$ cat src/rtl/alu_arbiter.sv
// Round-robin arbiter sharing one external ALU between two valid/ready requesters.
// Define ALU_ARB_STATS_EN to add saturating per-requester grant counters.
module alu_arbiter #(
    parameter int DATA_WIDTH = 32,
    parameter int STAT_WIDTH = 16
) (
    input  logic                  clk_i,
    input  logic                  rst_i,
    input  logic                  req0_valid_i,
    output logic                  req0_ready_o,
    input  logic [DATA_WIDTH-1:0] req0_a_i,
    input  logic [DATA_WIDTH-1:0] req0_b_i,
    input  logic [3:0]            req0_ctrl_i,
    input  logic                  req1_valid_i,
    output logic                  req1_ready_o,
    input  logic [DATA_WIDTH-1:0] req1_a_i,
    input  logic [DATA_WIDTH-1:0] req1_b_i,
    input  logic [3:0]            req1_ctrl_i,
    output logic                  rsp0_valid_o,
    input  logic                  rsp0_ready_i,
    output logic [DATA_WIDTH-1:0] rsp0_result_o,
    output logic                  rsp0_zero_o,
    output logic                  rsp0_err_o,
    output logic                  rsp1_valid_o,
    input  logic                  rsp1_ready_i,
    output logic [DATA_WIDTH-1:0] rsp1_result_o,
    output logic                  rsp1_zero_o,
    output logic                  rsp1_err_o,
    output logic [DATA_WIDTH-1:0] alu_a_o,
    output logic [DATA_WIDTH-1:0] alu_b_o,
    output logic [3:0]            alu_ctrl_o,
    input  logic [DATA_WIDTH-1:0] alu_result_i,
    input  logic                  alu_zero_i
`ifdef ALU_ARB_STATS_EN
    ,
    output logic [STAT_WIDTH-1:0] grant0_cnt_o,
    output logic [STAT_WIDTH-1:0] grant1_cnt_o
`endif
);

    localparam logic [1:0] IDLE = 2'd0;
    localparam logic [1:0] EXEC = 2'd1;
    localparam logic [1:0] RESP = 2'd2;

    logic [1:0]            state_reg;
    logic                  owner_reg;
    logic                  last_grant_reg;
    logic [DATA_WIDTH-1:0] alu_a_reg;
    logic [DATA_WIDTH-1:0] alu_b_reg;
    logic [3:0]            alu_ctrl_reg;
    logic [DATA_WIDTH-1:0] result_reg;
    logic                  zero_reg;
    logic                  err_reg;
    logic                  rsp_valid_reg;

    logic [1:0] valid_vec;
    logic [1:0] ready_vec;
    logic       grant;
    logic       accept;
    logic       rsp_ready_sel;

    assign valid_vec = {req1_valid_i, req0_valid_i};

    // A tie goes to whichever requester was not granted last.
    assign grant = valid_vec[1] & (~valid_vec[0] | ~last_grant_reg);

    generate
        for (genvar gi = 0; gi < 2; gi++) begin : gen_ready
            assign ready_vec[gi] = (state_reg == IDLE) & ~rst_i & valid_vec[gi]
                                   & (grant == gi[0]);
        end
    endgenerate

    assign accept        = |(valid_vec & ready_vec);
    assign rsp_ready_sel = owner_reg ? rsp1_ready_i : rsp0_ready_i;

    always_ff @(posedge clk_i or posedge rst_i) begin
        if (rst_i) begin
            state_reg      <= IDLE;
            owner_reg      <= 1'b0;
            last_grant_reg <= 1'b1;
            alu_a_reg      <= '0;
            alu_b_reg      <= '0;
            alu_ctrl_reg   <= '0;
            result_reg     <= '0;
            zero_reg       <= 1'b0;
            err_reg        <= 1'b0;
            rsp_valid_reg  <= 1'b0;
        end else begin
            case (state_reg)
                IDLE: begin
                    if (accept) begin
                        alu_a_reg      <= grant ? req1_a_i : req0_a_i;
                        alu_b_reg      <= grant ? req1_b_i : req0_b_i;
                        alu_ctrl_reg   <= grant ? req1_ctrl_i : req0_ctrl_i;
                        owner_reg      <= grant;
                        last_grant_reg <= grant;
                        state_reg      <= EXEC;
                    end
                end
                EXEC: begin
                    // Illegal op codes leave the ALU outputs undefined; never sample them.
                    if (alu_ctrl_reg >= 4'd10) begin
                        result_reg <= '0;
                        zero_reg   <= 1'b0;
                        err_reg    <= 1'b1;
                    end else begin
                        result_reg <= alu_result_i;
                        zero_reg   <= alu_zero_i;
                        err_reg    <= 1'b0;
                    end
                    rsp_valid_reg <= 1'b1;
                    state_reg     <= RESP;
                end
                RESP: begin
                    if (rsp_ready_sel) begin
                        rsp_valid_reg <= 1'b0;
                        err_reg       <= 1'b0;
                        state_reg     <= IDLE;
                    end
                end
                default: state_reg <= IDLE;
            endcase
        end
    end

    assign req0_ready_o  = ready_vec[0];
    assign req1_ready_o  = ready_vec[1];
    assign rsp0_valid_o  = rsp_valid_reg & ~owner_reg;
    assign rsp1_valid_o  = rsp_valid_reg & owner_reg;
    assign rsp0_result_o = result_reg;
    assign rsp1_result_o = result_reg;
    assign rsp0_zero_o   = zero_reg;
    assign rsp1_zero_o   = zero_reg;
    assign rsp0_err_o    = err_reg & ~owner_reg;
    assign rsp1_err_o    = err_reg & owner_reg;
    assign alu_a_o       = alu_a_reg;
    assign alu_b_o       = alu_b_reg;
    assign alu_ctrl_o    = alu_ctrl_reg;

`ifdef ALU_ARB_STATS_EN
    generate
        for (genvar gi = 0; gi < 2; gi++) begin : gen_cnt
            logic [STAT_WIDTH-1:0] cnt_reg;
            always_ff @(posedge clk_i or posedge rst_i) begin
                if (rst_i) begin
                    cnt_reg <= '0;
                end else if (valid_vec[gi] && ready_vec[gi] && !(&cnt_reg)) begin
                    cnt_reg <= cnt_reg + 1'b1;
                end
            end
        end
    endgenerate

    assign grant0_cnt_o = gen_cnt[0].cnt_reg;
    assign grant1_cnt_o = gen_cnt[1].cnt_reg;
`endif

endmodule

$ cat config.mk
export PLATFORM = sky130hd
export DESIGN_NAME = alu_arbiter
export DESIGN_NICKNAME = d
export VERILOG_FILES = /design/src/rtl/alu_arbiter.sv
export SDC_FILE = /design/constraint.sdc
export NUM_CORES = 1
export LEC_CHECK = 0
export CORE_AREA = 2 2 121 123
export CTS_CLUSTER_SIZE = 16
export DETAILED_ROUTE_END_ITERATION = 12
export DIE_AREA = 0 0 123 125
export GPL_TIMING_DRIVEN = 0
export HOLD_SLACK_MARGIN = 0.05
export PLACE_DENSITY = 0.77
export SYNTH_ARGS = -nofsm -noshare
export SYNTH_HDL_FRONTEND = slang
export SYNTH_SLANG_ARGS = --single-unit
export TNS_END_PERCENT = 30
$ cat constraint.sdc
create_clock -name clk_i -period 7.6 [get_ports clk_i]
set_clock_uncertainty 0.15 [all_clocks]
set_input_delay 1.52 -clock clk_i [delete_from_list [all_inputs] [get_ports clk_i]]
set_output_delay 1.52 -clock clk_i [all_outputs]
set_load 0.05 [all_outputs]
=== Word level (Yosys, flattened, before mapping) ===
Index checks and enable logic that the tools add are counted.
W data, S select, Z words.

* Register bits: 107
* Input port bits: 175
* Output and inout bits: 140
* Word-level logic and storage cells: 51

* Magnitude comparators: 1
* Eq/ne operators: 4
* Multiplexer cells: 13
* Bitwise operators: 17
* Reduce and logical (&&, ||, !) cells: 6

{| class="wikitable"
|+ Operators by type and width
! kind !! number
|-
| $mux W32 || 3
|-
| $and A1 B1 Y1 || 10
|-
| $pmux W2 S3 || 1
|-
| $reduce_and A2 Y1 || 3
|-
| $not A1 Y1 || 5
|-
| $ge A4 B4 Y1 const B || 1
|-
| $mux W1 || 4
|-
| $mux W2 || 2
|-
| $mux W4 || 1
|-
| $ne A2 B2 Y1 const B || 2
|-
| $pmux W1 S2 || 2
|-
| $and A2 B2 Y2 || 1
|-
| $eq A2 B1 Y1 const B || 1
|-
| $eq A2 B2 Y1 const B || 1
|-
| $logic_not A2 Y1 || 1
|-
| $reduce_bool A2 Y1 || 1
|-
| $reduce_or A2 Y1 || 1
|-
| $or A1 B1 Y1 || 1
|}

=== Logic depth before layout (Yosys ltp) ===
* Depth after elaboration: 9
* Mapped depth: 6
* Depth with buffers taken out: 3

=== Least setup slack after synthesis ===
Ideal clock, no wire load.

* Path kind: input to output
* Start point: input req1_valid_i
* End point: output req1_ready_o
* Arrival: 3.593 ns
* Required time: 5.930 ns
* Setup slack: 2.337 ns
* Stages: 5
* Path buffers: 3
* Cells stage by stage: a21bo_2 buf_2 buf_6 buf_2 nor4_1

* Longest elaborated chain between the ends: 2

{| class="wikitable"
|+ RTL lines
! item !! line !! RTL
|-
| from (decl) || 14 || <nowiki>input logic req1_valid_i,</nowiki>
|-
| $and A1 B1 Y1, on equally long branches || 69, 65 ||
|-
| $and A1 B1 Y1 * || 70 || <nowiki>& (grant == gi[0]);</nowiki>
|-
| to (decl) || 15 || <nowiki>output logic req1_ready_o,</nowiki>
|}

Every way passes the cells marked *; elsewhere a longest branch is shown, timed or not.

=== Worst setup path after layout ===
Same ends and word-level chain as after synthesis.

==> qor.yml <==
routed_via_density: 5.19
ys_seq_area_share_pct: 55.6
yosysUniqueCellTypes: 30
wl_per_cell_um: 19.2
portBuffers: 314
rows: 44
min_path_type: "flip-flop to flip-flop"
synthXorXnorAreaFrac_pct: 0
syn_inst: 384
tns_ns: 0
crit_slowest_cell: "clkdlybuf4s50_1"
cts_max_level: 3
seqCellArea_um2: 2680
cp_slowest_stage_delay_ns: 0.87
rrSetupSlack_ns: 5.68
max-slew-margin-rel_pct: 59.6
reg2reg_from: "last_grant_reg$_DFFE_PP1P_"
ys_ff_latch: 107
numCtsBuffers: 9
multi_input_area_um2: 1660
area_growth_pct: 76.9
core_area_um2: 14200
drv_slew: 0
synth_mux_area_share_pct: 0.208
place_congestion: 0.767
crit_fanout: 10
ios: 315
vias: 4667
synth-compound-area-share_pct: 31.9
synth_edf_count: 0
async_flop_share_pct: 100
synthAdderAreaFrac_pct: 0
max_freq_mhz: 179
synth_top_family_by_area: "compound AO/OA/AOI/OAI gates"
startpoint_type: "input pin"
design_area_um2: 8530
grt_start_max_net_pins: 64
postRouteWirelength_um: 17300
grt_pass1_vias: 4890
final_nets: 885
tightest_slew_ns: 0.603
cts_hold_buffers: 0
fin_crit_ns: 5.59
syn_area_um2: 4820
root_buffer: "clkbuf_16"
start_util_pct: 33.9
die_w_um: 123
hold_end: "rsp0_result_o[19]$_DFFE_PP0P_"
cts_tree: "built"
yosys.area.top_type: "dfrtp_1"
status: "completed"
yosysTopAreaCellShare_pct: 55.0
grt_use_total_pct: 21.8
p_leak_nw: 3.41
clk_latency_ns: 0.34
synth_area_leaders: "dfrtp_1 55%, a2bb2oi_1 12%, o32ai_1 12%"
hpwl_um: 13200
ant_nets: 0
dieArea_um2: 15400
postCtsSetupBuffers: 0
die_h_um: 125
crit_type: "input pin to primary output"
grt_remaining_overflow: 0
clk_pin_slew_ns: 0.07
cap_violations: 0
cts_resized: 0
drtPass1Iterations: 4
antenna_found_initial: 1
synth_fp_nets: 559
yosys_warnings: 0
met3_wirelength_um: 1690
rsz0062_at_grt: "false"
cts_buffer_depth: 2
fillers: 1166
yosys.area_share.simple_pct: 2.26
endpoint_kind: "primary output"
avgSynthCellArea_um2: 12.6
grt_pass1_wl_um: 25800
power.density_nw_per_um2: 502
layout-drive-gt1-share_pct: 11.5
rr_worst_depth: 6
route.detailed.drc: 0
r2r-end: "alu_ctrl_o[0]$_DFFE_PP0P_"
post-route-period-util_pct: 73.5
crit_chain: "clkdlybuf4s50_1 -> a21bo_2 -> buf_2 -> buf_6 -> buf_2 -> nor4_1 -> clkdlybuf4s50_1"
first_iter_violations: 225
placed_cell_area_um2: 8230
synth_ff_type: "dfrtp_1"
synth.most_common_cell: "dfrtp_1"
synth_commonest_cells: "106 x dfrtp_1, 68 x a2bb2oi_1, 68 x o32ai_1"
finalSetupViolations: 0
worst_ep_arrival_time_ns: 3.92
hold_depth: 1
clkSinkCount: 107
min-delay-start: "rsp0_result_o[19]$_DFFE_PP0P_"
peakVddDrop_mv: 0.432
met1_length_um: 6720
hold_viol_final: 0
route.met2.wl_um: 8530
required_ns: 5.93
highest_layer: "met4"
power breakdown:
part           switching, mW  internal [mW]  leakage, nW  total [mW]
clock                  0.202          0.271        0.144       0.473
combinational           1.74           1.04         2.02        2.78
sequential             0.191          0.836         1.24        1.03
worst max-delay path by stage:
| stage | startpoint | to | cells past startpoint |
|---|---|---|---|
| 2_1_floorplan | req1_valid_i | req1_ready_o | 5 |
| 3_3_place_gp | rst_i | alu_b_o[19]$_DFFE_PP0P_ | 2 |
| 3_5_place_dp | req1_valid_i | req1_ready_o | 7 |
| 4_1_cts | req1_valid_i | req1_ready_o | 7 |
| 5_1_grt | req1_valid_i | req1_ready_o | 7 |
| 6_report | req1_valid_i | req1_ready_o | 7 |
through the flow:
stage,total power [mW],hold WS [ns],worst slack (ns),utilization (%),instances
CTS,4.32,0.390,1.99,60.0,898
finish,4.28,0.384,2.01,60.1,899
global route,4.46,0.410,1.81,60.1,899
detailed placement,3.83,0.374,2.01,57.9,883
floorplan,2.84,0.333,2.34,-,384
global placement,3.80,0.364,1.65,57.7,882
per-layer routing:
metal | vias to the layer above | track usage (%)
met5 | - | 0
met4 | 0 | 7.35
met3 | 23 | 8.03
met2 | 207 | 38.1
met1 | 2263 | 24.2
li1 | 2174 | -
layout make-up:
cell class              count  area share, %
flip-flops and latches    107           31.4
plain buffers              79           5.56
inverters                   3          0.161
clock inverters             4          0.587
multi-input cells         195           19.4
diodes                      1         0.0293
repair buffers            315           37.2
well taps                 184           2.70
clock buffers              11           2.96
worst max-delay path, delay by kind of cell:
family	cells	cell delay, ns
AOI/OAI and AO/OA	1	0.24
buffers and inverters	5	1.96
and+or+nand+nor	1	0.20
cell usage in the layout (no fill, tap or decap), types with 3 or more instances in the layout:
master           netlist  layout
a2bb2oi_1             68      68
clkdlybuf4s50_1        0     314
buf_2                 22      22
dfrtp_1              106     106
nor2b_1                4       4
buf_4                 34      34
clkbuf_16              0       9
a22o_1                33      33
clkbuf_1              14      14
a21oi_1                3       3
buf_6                  3       3
buf_1                  6       6
o32ai_1               68      68
cells by family (layout without fill, tap and decap cells):
group                  count (synthesis)  after routing
AOI/OAI and AO/OA                    177            177
buffers and inverters                 82            412
muxes                                  1              1
DFF                                  107            107
other                                  0              1
and+or+nand+nor                       17             17
No activity file was read; power rests on OpenSTA's default activity.
==> patch: new RTL, same flow settings <==
Change the parameter `DATA_WIDTH` from 32 to 16.
--- a/src/rtl/alu_arbiter.sv
+++ b/src/rtl/alu_arbiter.sv
@@ -1,7 +1,7 @@
 // Round-robin arbiter sharing one external ALU between two valid/ready requesters.
 // Define ALU_ARB_STATS_EN to add saturating per-requester grant counters.
 module alu_arbiter #(
-    parameter int DATA_WIDTH = 32,
+    parameter int DATA_WIDTH = 16,
     parameter int STAT_WIDTH = 16
 ) (
     input  logic                  clk_i,
Interface: changed (9 resized); port bits go from 315 to 171. No check against the original RTL was run, so the function may have changed too.
==> patch against the unedited design <==
  * Wire length decreased by 41%
  * Sequential cell count decreased by 48
  * Synthesized cell count shrank 44%
  * First-iteration DRC count is 68% lower
  * Cell area fell by 40%
  * Setup slack better by 0.14 ns
  * Register-to-register slack better by 0.03 ns
  * Power decreased by 40%
  * Critical path type unchanged
  * Critical endpoint unchanged
  * Area after synthesis decreased by 40%
==> patch: results (changes against the unedited design) <==
drt initial violations=73 (was 225); Max rail drop VDD=0.149 mV (was 0.432 mV); layout cells sized above 1=20.1% (was 11.5%); Post-DP HPWL=7620 µm (was 13200 µm); Min Clock Period, post-route=5.44 ns (was 5.59 ns); synth unique cells=31 (was 30); GR Util All Layers=13.6% (was 21.8%); initial antenna violation count=0 (was 1); syn_nets=311 (was 559); Via density=4.51 (was 5.19); Placed Area=4840 µm² (was 8230 µm²); Commonest cells post-synth=dfrtp_1 (58), o32ai_1 (36), a2bb2oi_2 (29), buf_4 (19), a22o_1 (17) (was dfrtp_1 (106), a2bb2oi_1 (68), o32ai_1 (68), buf_4 (34), a22o_1 (33)); pre-CTS setup slack=2.18 ns (was 2.01 ns); Reg clk slew, reported paths=0.05 ns (was 0.07 ns); Lkg Pwr=1.98 nW (was 3.41 nW); depth of the most critical reg-to-reg path=5 (was 6); reg2reg setup slack=5.71 ns (was 5.68 ns); Tightest Pin Transition=0.740 ns (was 0.603 ns); post-synthesis sequential area ratio=51.2% (was 55.6%); Worst EP arrival=3.77 ns (was 3.92 ns); IO buf count=170 (was 314); vias in the first global route=3031 (was 4890); global-route wire length before repair=15700 µm (was 25800 µm); Fillers=1420 (was 1166); status=finished, final reports clean (unchanged); ANT cells=0 (was 1); largest net degree at the start of global routing=33 (was 64); Hold Slack=0.372 ns (was 0.384 ns)
[patch: cell types whose count changed after synthesis, moves of 11 or more]
cell,before,now
buf_4,34,19
dfrtp_1,106,58
clkbuf_1,14,3
a2bb2oi_1,68,7
a2bb2oi_2,0,29
buf_2,22,10
o32ai_1,68,36
a22o_1,33,17
[patch: logic make-up after synthesis]
family / synth area share, %
simple gates: 3.99
mux: 0.347
buf+inv: 9.15
compound gates: 35.3
flops: 51.2
[patch: per-layer routing]
layer  vias up  track usage [%]  share of wire [%]
met2        95             23.7                 52
li1       1220                -                  -
met4         0             6.89                2.9
met5         -                0                  0
met1      1312             14.4                 39
met3        19             4.33                6.4
[patch: critical path: stages]
cell and delay (ns):
clkdlybuf4s50_1 0.56, a21bo_1 0.22, buf_2 0.19, buf_2 0.22, nor4_1 0.19, clkdlybuf4s50_1 0.87
[patch: layout make-up]
class                      count  area share [%]
timing repair buffer         171            33.5
sequential                    59            28.7
multi-input combinational    115            22.2
clock buffer                  15            5.40
buffer                        39            4.91
tap                          184            4.47
clock inverter                 1           0.584
inverter                       3           0.219
[patch: worst paths after layout]
kind	end	start
max in group asynchronous	last_grant_reg	rst_i
min	alu_a_o[2]	alu_a_o[2]
max	req1_ready_o	req1_valid_i
max reg2reg	alu_a_o[5]	last_grant_reg
min reg2reg	alu_a_o[2]	alu_a_o[2]
min in group asynchronous	state_reg[1]	rst_i
[patch: report_power, final]
| part | internal (mW) | switching, mW |
|---|---|---|
| registers | 0.463 | 0.117 |
| clock network | 0.281 | 0.141 |
| logic | 0.622 | 0.957 |
| total | 1.37 | 1.22 |
